--- src/rtl/mini_src_pkg.sv ---
// Shared definitions for the Mini SRC control unit: opcodes, ALU operation
// codes, bus source selects, fault codes, instruction classes and the
// sequencer state encoding.
package mini_src_pkg;

  // Opcodes (IR[31:27])
  localparam logic [4:0] OpAdd  = 5'b00000;
  localparam logic [4:0] OpSub  = 5'b00001;
  localparam logic [4:0] OpAnd  = 5'b00010;
  localparam logic [4:0] OpOr   = 5'b00011;
  localparam logic [4:0] OpShr  = 5'b00100;
  localparam logic [4:0] OpShl  = 5'b00101;
  localparam logic [4:0] OpRor  = 5'b00110;
  localparam logic [4:0] OpRol  = 5'b00111;
  localparam logic [4:0] OpMul  = 5'b01000;
  localparam logic [4:0] OpDiv  = 5'b01001;
  localparam logic [4:0] OpNeg  = 5'b01010;
  localparam logic [4:0] OpNot  = 5'b01011;
  localparam logic [4:0] OpHalt = 5'b11011;

  // ALU operation codes
  localparam logic [3:0] AluAdd = 4'b0000;
  localparam logic [3:0] AluSub = 4'b0001;
  localparam logic [3:0] AluNeg = 4'b0010;
  localparam logic [3:0] AluNot = 4'b0011;
  localparam logic [3:0] AluAnd = 4'b0100;
  localparam logic [3:0] AluOr  = 4'b0101;
  localparam logic [3:0] AluShr = 4'b0110;
  localparam logic [3:0] AluShl = 4'b0111;
  localparam logic [3:0] AluRor = 4'b1000;
  localparam logic [3:0] AluRol = 4'b1001;
  localparam logic [3:0] AluMul = 4'b1010;
  localparam logic [3:0] AluDiv = 4'b1011;

  // Bus source selects; 0xxxx addresses GP register xxxx
  localparam logic [4:0] BusHi    = 5'b10000;
  localparam logic [4:0] BusLo    = 5'b10001;
  localparam logic [4:0] BusZhigh = 5'b10010;
  localparam logic [4:0] BusZlow  = 5'b10011;
  localparam logic [4:0] BusPc    = 5'b10100;
  localparam logic [4:0] BusMdr   = 5'b10101;

  // Halt cause, reported while halted
  localparam logic [1:0] FaultNone       = 2'b00;
  localparam logic [1:0] FaultIllegal    = 2'b01;
  localparam logic [1:0] FaultMemTimeout = 2'b10;

  typedef enum logic [2:0] {
    ClsBinary,   // two-source ALU op, result to Ra
    ClsUnary,    // NEG/NOT, Rb -> Ra
    ClsMulDiv,   // 64-bit result to HI/LO
    ClsHalt,
    ClsIllegal
  } instr_class_e;

  typedef enum logic [3:0] {
    StIdle,
    StT0,
    StT1,
    StT2,
    StT3,
    StT4,
    StT5,
    StT6,
    StHalt
  } state_e;

  function automatic logic [4:0] gp_sel(input logic [3:0] r);
    return {1'b0, r};
  endfunction

endpackage

--- src/rtl/instr_decoder.sv ---
// Combinational opcode decoder for the Mini SRC control unit.
// Ports:
//   op        in  5  opcode field IR[31:27]
//   op_class  out    instruction class (binary/unary/muldiv/halt/illegal)
//   alu_op    out 4  ALU operation for the execute step (0000 when unused)
//   legal     out 1  opcode is one the sequencer knows (HALT included)
module instr_decoder
  import mini_src_pkg::*;
(
  input  logic [4:0]   op,
  output instr_class_e op_class,
  output logic [3:0]   alu_op,
  output logic         legal
);

  always_comb begin
    op_class = ClsIllegal;
    alu_op   = AluAdd;
    legal    = 1'b1;
    case (op)
      OpAdd:  begin op_class = ClsBinary; alu_op = AluAdd; end
      OpSub:  begin op_class = ClsBinary; alu_op = AluSub; end
      OpAnd:  begin op_class = ClsBinary; alu_op = AluAnd; end
      OpOr:   begin op_class = ClsBinary; alu_op = AluOr;  end
      OpShr:  begin op_class = ClsBinary; alu_op = AluShr; end
      OpShl:  begin op_class = ClsBinary; alu_op = AluShl; end
      OpRor:  begin op_class = ClsBinary; alu_op = AluRor; end
      OpRol:  begin op_class = ClsBinary; alu_op = AluRol; end
      OpMul:  begin op_class = ClsMulDiv; alu_op = AluMul; end
      OpDiv:  begin op_class = ClsMulDiv; alu_op = AluDiv; end
      OpNeg:  begin op_class = ClsUnary;  alu_op = AluNeg; end
      OpNot:  begin op_class = ClsUnary;  alu_op = AluNot; end
      OpHalt: op_class = ClsHalt;
      default: legal = 1'b0;
    endcase
  end

endmodule

--- src/rtl/control_sequencer.sv ---
// Hardwired control unit for the Mini SRC datapath. A Moore FSM steps
// through fetch (T0-T2) and execute (T3-T6), driving the datapath enables,
// bus source select, GP write address and ALU operation for one clock per
// step. Fetch waits on mem_ready; the unit halts on HALT, an illegal opcode
// or a memory timeout, and leaves HALT only through clear.
// Ports:
//   clock          in   system clock, rising edge
//   clear          in   synchronous active-high reset
//   run            in   start request, sampled only in IDLE
//   mem_ready      in   Mdatain valid this cycle
//   IR             in   instruction register contents
//   e_PC..e_GP     out  register load enables
//   incPC          out  Z <= PC+1 path select
//   MDR_read       out  MDR loads from Mdatain
//   BusDataSelect  out  bus source select
//   GP_addr        out  GP register write address
//   ALU_op         out  ALU operation
//   instr_done     out  pulse on the last step of an instruction
//   halted         out  high in HALT
//   fault          out  halt cause (00 none, 01 illegal, 10 memory timeout)
module control_sequencer
  import mini_src_pkg::*;
#(
  parameter int unsigned MEM_WAIT_MAX = 15,
  parameter int unsigned DATA_W       = 32
) (
  input  logic              clock,
  input  logic              clear,
  input  logic              run,
  input  logic              mem_ready,
  input  logic [DATA_W-1:0] IR,
  output logic              e_PC,
  output logic              e_IR,
  output logic              e_Y,
  output logic              e_Z,
  output logic              e_HI,
  output logic              e_LO,
  output logic              e_MDR,
  output logic              e_MAR,
  output logic              e_GP,
  output logic              incPC,
  output logic              MDR_read,
  output logic [4:0]        BusDataSelect,
  output logic [3:0]        GP_addr,
  output logic [3:0]        ALU_op,
  output logic              instr_done,
  output logic              halted,
  output logic [1:0]        fault
);

  localparam int unsigned CntW = $clog2(MEM_WAIT_MAX + 1);

  state_e          state_q;
  logic [CntW-1:0] wait_cnt_q;
  logic [1:0]      fault_q;

  logic [4:0]   op;
  logic [3:0]   ra, rb, rc;
  instr_class_e op_class;
  logic [3:0]   dec_alu_op;
  logic         dec_legal;

  assign op = IR[31:27];
  assign ra = IR[26:23];
  assign rb = IR[22:19];
  assign rc = IR[18:15];

  logic unused_ir;
  assign unused_ir = ^IR[14:0];

  instr_decoder u_instr_decoder (
    .op       (op),
    .op_class (op_class),
    .alu_op   (dec_alu_op),
    .legal    (dec_legal)
  );

  always_ff @(posedge clock) begin
    if (clear) begin
      state_q    <= StIdle;
      wait_cnt_q <= '0;
      fault_q    <= FaultNone;
    end else begin
      unique case (state_q)
        StIdle: if (run) state_q <= StT0;
        StT0: begin
          state_q    <= StT1;
          wait_cnt_q <= '0;
        end
        StT1: begin
          // A ready on the last allowed cycle still completes the fetch.
          if (mem_ready) begin
            state_q <= StT2;
          end else if (wait_cnt_q == CntW'(MEM_WAIT_MAX - 1)) begin
            state_q <= StHalt;
            fault_q <= FaultMemTimeout;
          end else begin
            wait_cnt_q <= wait_cnt_q + CntW'(1);
          end
        end
        StT2: state_q <= StT3;
        StT3: begin
          if (op_class == ClsHalt) begin
            state_q <= StHalt;
            fault_q <= FaultNone;
          end else if (!dec_legal) begin
            state_q <= StHalt;
            fault_q <= FaultIllegal;
          end else begin
            state_q <= StT4;
          end
        end
        StT4: state_q <= StT5;
        StT5: state_q <= (op_class == ClsMulDiv) ? StT6 : StT0;
        StT6: state_q <= StT0;
        StHalt: state_q <= StHalt;
        default: state_q <= StIdle;
      endcase
    end
  end

  // Outputs decode from the state register; only the T1 fetch-complete
  // signals (e_PC and the Zlow select) also look at mem_ready.
  always_comb begin
    e_PC          = 1'b0;
    e_IR          = 1'b0;
    e_Y           = 1'b0;
    e_Z           = 1'b0;
    e_HI          = 1'b0;
    e_LO          = 1'b0;
    e_MDR         = 1'b0;
    e_MAR         = 1'b0;
    e_GP          = 1'b0;
    incPC         = 1'b0;
    MDR_read      = 1'b0;
    BusDataSelect = 5'b00000;
    GP_addr       = 4'b0000;
    ALU_op        = 4'b0000;
    instr_done    = 1'b0;
    halted        = 1'b0;
    unique case (state_q)
      StT0: begin
        BusDataSelect = BusPc;
        e_MAR         = 1'b1;
        incPC         = 1'b1;
        e_Z           = 1'b1;
      end
      StT1: begin
        MDR_read = 1'b1;
        e_MDR    = 1'b1;
        if (mem_ready) begin
          BusDataSelect = BusZlow;
          e_PC          = 1'b1;
        end
      end
      StT2: begin
        BusDataSelect = BusMdr;
        e_IR          = 1'b1;
      end
      StT3: begin
        unique case (op_class)
          ClsBinary, ClsUnary: begin
            BusDataSelect = gp_sel(rb);
            e_Y           = 1'b1;
          end
          ClsMulDiv: begin
            BusDataSelect = gp_sel(ra);
            e_Y           = 1'b1;
          end
          default: ;
        endcase
      end
      StT4: begin
        e_Z           = 1'b1;
        ALU_op        = dec_alu_op;
        BusDataSelect = (op_class == ClsBinary) ? gp_sel(rc) : gp_sel(rb);
      end
      StT5: begin
        BusDataSelect = BusZlow;
        if (op_class == ClsMulDiv) begin
          e_LO = 1'b1;
        end else begin
          GP_addr    = ra;
          e_GP       = 1'b1;
          instr_done = 1'b1;
        end
      end
      StT6: begin
        BusDataSelect = BusZhigh;
        e_HI          = 1'b1;
        instr_done    = 1'b1;
      end
      StHalt: halted = 1'b1;
      default: ;
    endcase
  end

  assign fault = fault_q;

endmodule

--- config.mk ---
export PLATFORM = sky130hd
export DESIGN_NAME = control_sequencer
export DESIGN_NICKNAME = d
export VERILOG_FILES = /design/src/rtl/mini_src_pkg.sv /design/src/rtl/instr_decoder.sv /design/src/rtl/control_sequencer.sv
export SDC_FILE = /design/constraint.sdc
export NUM_CORES = 1
export LEC_CHECK = 0
export CORE_MARGIN = 2
export CORE_UTILIZATION = 36
export DETAILED_ROUTE_END_ITERATION = 6
export PLACE_DENSITY = 0.8
export SLEW_MARGIN = 5
export SYNTH_ARGS = -nofsm -noshare
export SYNTH_HDL_FRONTEND = slang
export SYNTH_SLANG_ARGS = --single-unit
export TNS_END_PERCENT = 5
--- constraint.sdc ---
create_clock -name clock -period 2 [get_ports clock]
set_clock_uncertainty 0.2 [all_clocks]
set_input_delay 0.4 -clock clock [delete_from_list [all_inputs] [get_ports clock]]
set_output_delay 0.4 -clock clock [all_outputs]
set_load 0.02 [all_outputs]
==> metrics.csv, run 1 <==
stage,metric,value,unit
detailed_routing,wl,3629,um
global_routing,grt_max_degree,11,
power,p_per_area,832.4,nW/um^2
power,swShare,0.4237,
worst_setup_path,crit_fanout,4,
yosys,syn_avg_cell_area,7.825,um^2
worst_setup_path,start_kind,input port,
die,core.rowCount,18,
die,die_w,56.33,um
detailed_routing,drt_iter0_markers,31,
clocking,cts_tree,yes,
power,vdd_drop_max,0.0008100,V
layout,fin_util,0.7478,
sta,slew_violations,0,
power,p_sw,0.0006712,W
worst_setup_path,critical_path_class,input port to output pin,
detailed_routing,route.antenna.remaining_nets,0,
worst_setup_path,cp_data_required_time,1.40,ns
global_routing,grt_pass1_vias,1326,
yosys,ys_seq_elements,10,
power,p_leak,0.8605,nW
sta,rsz0062_at_grt,yes,
placed_design,place_area,1807,um^2
yosys,yosysWarnings,0,
power,pwr-share-seq,0.175,
yosys,synthTopCellsByArea,"dfxtp_1, mux2i_1, nand2_1",
global_routing,grt_first_pass_wirelength,5906,um
sta,relSlewSlack,0.7928,
clocking,cts_hold_buf,0,
yosys,syn-cell-area,985.9,um^2
worst_setup_path,cp_num_buf_inv,3,
die,core,2545,um^2
detailed_routing,wl_per_cell,15.00,um
sta,fin_ws,-0.2023,ns
placed_design,hpwl,2809,um
die,die_area,3173,um^2
yosys,yosysTopAreaCellShare,0.2030,
detailed_routing,via_count,1271,
sta,hold_viol,0,
yosys,ys_seq_area_frac,0.2030,
placed_design,dp_cells,234,
worst_setup_path,cpPeakStageDelay,0.29,ns
layout,diodes,0,
worst_setup_path,cp_top_family,buffers and inverters,
run,drv_cap,0,
worst_setup_path,cp_cell_sequence,clkdlybuf4s15_1 > nor4b_4 > buf_4 > a22oi_1 > o221ai_2 > buf_4,
yosys,synth_ff_type,dfxtp_1,
detailed_routing,drc_errors,0,
clocking,cts_made_buffers,3,
sta,timing.final.crit_share,1.101,
placed_design,place.gp.congestion,0.8728,
layout,fin_area,1903,um^2
placed_design,io_buffers,48,
hold_path,hp-class,register to register,
detailed_routing,viasPerCell,5.252,
yosys,synth_edf_count,0,
global_routing,overflow,0,
clocking,clk_path_buf_depth,2,
status,status,"finished, violations left",
worst_setup_path,worst_ep_arrival_time,1.60,ns
power,pwr-share-clk,0.117,
layout,final_cells,242,
layout,area_growth,93.02,%
yosys,syn_inst,126,
yosys,yosysTopAreaCell,dfxtp_1,
yosys,ys_types,42,
status,violations,setup timing,
detailed_routing,dr.pass1.iters,4,
sta,fin_tns_setup,-2.206,ns
clocking,path_clk_slew,0.07,ns
yosys,yosysMostFrequentCell,nand2_1,
worst_setup_path,timing.critical_path.mode_cell,buf_4,
clocking,insertion_delay,0.27,ns
global_routing,grt_use_total,0.2294,
worst_setup_path,critPathSlowestCell,nor4b_4,
sta,tightestPinTransition,0.3086,ns
layout,drive_gt1_frac,0.5094,
power,p_total,0.001584,W
sta,setup_viol,21,
layout,fillers,190,
layout,fin_nets,251,
yosys,synthArstFlopShare,0,
sta,fmax,454.1,MHz
power,combPwrFrac,0.709,
die,die_h,56.33,um
clocking,clock_sinks,10,
die,io_pins,64,
die,initial_utilization,0.3874,
power,p_int,0.0009130,W
worst_setup_path,endpoint_kind,output pin,
sta,min_period,2.202,ns
yosys,syn_nets,164,
yosys,synth_commonest_cells,"nand2_1, dfxtp_1, nor2_1, nor3_1, inv_1",
clocking,cts_htree_levels,1,
global_routing,antenna_found_initial,0,
clocking,cts-root-buf,clkbuf_4,
## layer usage
layer	vias to the layer above	GRT usage	routed length, um
li1	628	-	-
met1	594	0.2409	1381
met2	43	0.4588	2002
met3	6	0.03687	209
met4	0	0.06463	36
met5	-	0	0
## worst min-delay path: cells and delay by family, from the launching register on
family	cells	cell delay, ns
flip-flops	1	0.31
buffers and inverters	1	0.05
AO/OA/AOI/OAI	1	0.07
## state kept, by name (all words and copies together) (netlist names)
name	count
state_q	4
wait_cnt_q	4
fault	2
## kinds of logic (layout without fill, tap and decap cells)
kind of cell               after synthesis  count (layout)  synth area share
muxes                                    5               5           0.05076
adders and majority gates                2               2           0.02538
xor gates and xnor gates                 4               4           0.03554
AOI/OAI and AO/OA                       28              28            0.2183
and+or+nand+nor                         60              60            0.3718
buffers and inverters                   17             103           0.09518
DFF                                     10              10            0.2030
## layout make-up
| cell class | count | area [um^2] | share of cell area |
|---|---|---|---|
| Inverter | 7 | 26.28 | 0.01381 |
| Clock buffer | 4 | 36.28 | 0.01907 |
| Timing Repair Buffer | 92 | 768.2 | 0.4037 |
| Tap cell | 30 | 37.54 | 0.01972 |
| Sequential cell | 10 | 206.4 | 0.1085 |
| Multi-Input combinational cell | 99 | 828.3 | 0.4352 |
## power groups by stage
stage / Combinational, W / Sequential, W / Clock (W)
floorplan: 0.000566 / 0.000248 / 0
global placement: 0.00103 / 0.000268 / 0
detailed placement: 0.00106 / 0.000270 / 0
CTS: 0.00105 / 0.000270 / 0.000188
global route: 0.00120 / 0.000283 / 0.000199
finish: 0.00112 / 0.000277 / 0.000185
## path summary, 6_finish.rpt
| path | start | end | slack (ns) | cells after the start |
|---|---|---|---|---|
| worst max register to register | state_q[3]$_SDFFE_PP0P_ | fault[0]$_SDFFE_PP0P_ | 0.12 | 7 |
| worst min-delay path | fault[0]$_SDFFE_PP0P_ | fault[0]$_SDFFE_PP0P_ | 0.28 | 2 |
| worst max-delay path | IR[30] | BusDataSelect[0] | -0.20 | 6 |
| worst min register to register | fault[0]$_SDFFE_PP0P_ | fault[0]$_SDFFE_PP0P_ | 0.28 | 2 |
## cells in the final DEF, fill, tap and decap left out, types with 2 or more instances in the layout
cell | netlist | layout
clkdlybuf4s15_2 | 0 | 4
mux2i_2 | 0 | 2
a22oi_1 | 5 | 5
clkdlybuf4s50_1 | 0 | 17
clkbuf_4 | 0 | 3
nor2b_1 | 3 | 3
xor2_1 | 3 | 3
a31oi_1 | 2 | 2
and2_1 | 5 | 5
o221ai_2 | 1 | 4
buf_6 | 1 | 7
nand2_1 | 13 | 11
buf_2 | 3 | 4
ha_1 | 2 | 2
buf_4 | 5 | 56
a21oi_1 | 2 | 2
nand2b_4 | 1 | 2
nor2_1 | 9 | 7
and3_1 | 2 | 2
dfxtp_1 | 10 | 7
inv_1 | 7 | 7
o22ai_2 | 0 | 2
clkdlybuf4s15_1 | 0 | 2
nor3_2 | 1 | 3
a31o_2 | 2 | 2
mux2i_1 | 5 | 3
nor4b_4 | 2 | 2
nand3_1 | 5 | 5
dfxtp_2 | 0 | 2
nor2_4 | 0 | 2
nor3_1 | 8 | 5
nand2b_1 | 6 | 5
## per-stage QoR
stage	setup WS, ns	hold slack, ns
after floorplan	-0.06635	0.2728
after global placement	-0.8912	0.2661
after detailed placement	-0.9211	0.2734
after CTS	-0.1792	0.2849
after global routing	-0.2717	0.3228
final	-0.2023	0.2848
## timing repair
item,4_1_cts,5_1_grt
pin swaps,7,6
setup endpoints to repair,26,30
resized for setup,111,42
setup buffers,4,0
Power figures use the tool's default switching activity.
==> run 2: changes to the inputs <==
--- a/config.mk
+++ b/config.mk
@@ -5,7 +5,6 @@
 export SDC_FILE = /design/constraint.sdc
 export NUM_CORES = 1
 export LEC_CHECK = 0
-export CORE_MARGIN = 2
 export CORE_UTILIZATION = 36
 export DETAILED_ROUTE_END_ITERATION = 6
 export PLACE_DENSITY = 0.8
==> run 2 against run 1 <==
Net effect: the flow still finishes with violations (setup timing); hold slack worse by 0.0078 ns; cell count up 1.7%; wire length up 2.0%; sequential power up 3%; final area up 2.2%; global-route usage up 1.7 points; register-to-register slack about the same; flip-flop and latch count unchanged; critical endpoint unchanged.
==> metrics.csv, run 2 (synthesis results as in run 1) <==
stage,metric,value,unit,change
status,status,"finished, violations left",,
status,violations,setup timing,,
worst_setup_path,cp_cell_sequence,buf_6 > nand2b_4 > nor2_4 > nand2_4 > buf_6 > o221ai_2 > buf_6,,
worst_setup_path,timing.critical_path.mode_cell,buf_6,,
clocking,cts_htree_levels,1,,unchanged
layout,final_common_cell,buf_4,,
die,core.rowCount,18,,unchanged
sta,timing.final.crit_share,1.086,,-0.01550
placed_design,place.gp.congestion,0.7757,,-11%
worst_setup_path,critical_path_class,register to output pin,,
global_routing,overflow,0,,unchanged
die,die_h,54.33,um,-3.6%
worst_setup_path,regToRegStartpoint,wait_cnt_q[0]$_SDFFE_PP0P_,,
global_routing,grt_use_total,0.2464,,+0.01703
layout,fin_nets,255,,+1.6%
worst_setup_path,worst_ep_arrival_time,1.57,ns,-0.03 ns
global_routing,grt_max_degree,15,,+4
placed_design,io_buffers,48,,unchanged
power,vdd_drop_max,0.0009093,V,+12%
run,drv_cap,0,,unchanged
worst_setup_path,crit_fanout,8,,+4
sta,fin_tns_setup,-2.024,ns,+0.1817 ns
detailed_routing,dr.pass1.iters,4,,unchanged
clocking,cts_tree,yes,,
hold_path,hp-start,fault[0]$_SDFFE_PP0P_,,
clocking,clk_path_buf_depth,2,,unchanged
detailed_routing,via_count,1335,,+5.0%
layout,final_cell_mix,"buf_4, clkdlybuf4s50_1, buf_6",,
power,p_leak,0.8957,nW,+4.1%
worst_setup_path,cp_data_required_time,1.40,ns,about the same
worst_setup_path,start_kind,register,,
sta,relSlewSlack,0.7792,,-0.01361
worst_setup_path,critPathSlowestCell,dfxtp_2,,
global_routing,antenna_found_initial,0,,unchanged
clocking,clock_sinks,10,,unchanged
detailed_routing,wl_per_cell,15.05,um,+0.35%
sta,slew_violations,0,,unchanged
detailed_routing,route.antenna.remaining_nets,0,,unchanged
placed_design,place_area,1784,um^2,-1.2%
worst_setup_path,cpPeakStageDelay,0.34,ns,+0.05 ns
layout,fin_util,0.7713,,+0.02354
die,die_area,2952,um^2,-7.0%
clocking,insertion_delay,0.27,ns,about the same
detailed_routing,drt_iter0_markers,46,,+48%
clocking,cts_hold_buf,0,,unchanged
sta,setup_viol,22,,+4.8%
sta,hold_viol,0,,unchanged
hold_path,hp-class,register to register,,
clocking,cts_made_buffers,3,,unchanged
layout,multi_input_area,829.5,um^2,+0.15%
detailed_routing,wl,3702,um,+2.0%
die,io_pins,64,,unchanged
layout,drive_gt1_frac,0.5324,,+0.02297
layout,diodes,0,,unchanged
sta,fmax,460.6,MHz,+1.4%
sta,fin_ws,-0.1712,ns,+0.03101 ns
placed_design,hpwl,2719,um,-3.2%
die,die_w,54.33,um,-3.6%
detailed_routing,viasPerCell,5.427,,+3.3%
layout,fin_area,1946,um^2,+2.2%
die,initial_utilization,0.3909,,+0.003459
sta,rsz0062_at_grt,yes,,
sta,tightestPinTransition,0.3290,ns,+0.02040 ns
die,core,2522,um^2,-0.88%
layout,fillers,163,,-14%
layout,area_growth,97.34,%,
sta,min_period,2.171,ns,-0.03100 ns
detailed_routing,drc_errors,0,,unchanged
power,p_per_area,827.3,nW/um^2,-0.62%
clocking,path_clk_slew,0.07,ns,about the same
worst_setup_path,crit_start,state_q[3]$_SDFFE_PP0P_,,
clocking,cts-root-buf,clkbuf_4,,
global_routing,grt_first_pass_wirelength,5278,um,-11%
layout,seqCellArea,209.0,um^2,+1.2%
worst_setup_path,endpoint_kind,output pin,,
global_routing,grt_pass1_vias,1278,,-3.6%
[run 2: changes by cell type in the layout (fill, tap and decap cells not counted), sizes merged]
cell	delta
buf	+9
clkdlybuf4s15	-4
clkbuf	-1
[run 2: through the flow]
step,hold WS [ns],setup slack [ns],power [W],std cells
4_1_cts,0.2835,-0.1842,0.001545,241
3_3_place_gp,0.2680,-0.9663,0.001274,231
6_report,0.2770,-0.1712,0.001610,246
5_1_grt,0.3197,-0.2376,0.001701,246
3_5_place_dp,0.2732,-1.009,0.001302,231
2_1_floorplan,0.2728,-0.06635,0.0008132,126
[run 2: final timing paths]
check        cells past startpoint                         end  slack [ns]
max                              7            BusDataSelect[0]       -0.17
min                              2       fault[0]$_SDFFE_PP0P_        0.28
max reg2reg                      7  wait_cnt_q[2]$_SDFFE_PP0P_        0.11
min reg2reg                      2       fault[0]$_SDFFE_PP0P_        0.28
[run 2: area by class of cell]
cell class / count / area share
Inverter: 7 / 0.01350
Sequential cell: 10 / 0.1074
Timing Repair Buffer: 96 / 0.4148
Tap cell: 30 / 0.01929
Multi-Input combinational cell: 99 / 0.4264
Clock buffer: 4 / 0.01865
[run 2: what timing repair did]
| action | CTS | global route |
|---|---|---|
| pin swaps | 9 | 8 |
| setup buffers | 6 | 5 |
| resized for setup | 152 | 20 |
| endpoints found under the setup margin | 27 | 25 |
| hold endpoints to repair | 0 | 0 |
[run 2: where the power goes]
part | switching, W | total, W | internal (W)
logic | 0.000560 | 0.00114 | 0.000577
clock network | 0.0000764 | 0.000187 | 0.000111
registers | 0.0000473 | 0.000286 | 0.000239
total | 0.000683 | 0.00161 | 0.000926
[run 2: metal layers]
metal	routed length, um	global-route usage	share of wire
met3	255	0.02500	0.069
met4	37	0.1026	0.010
met1	1427	0.2620	0.39
met2	1982	0.4817	0.54
met5	0	0	0
[run 2: critical path: cells and delay by family (launching register included)]
kind,cells,cell delay (ns)
compound gates,1,0.14
simple gates,3,0.40
flops,1,0.34
buf+inv,3,0.42
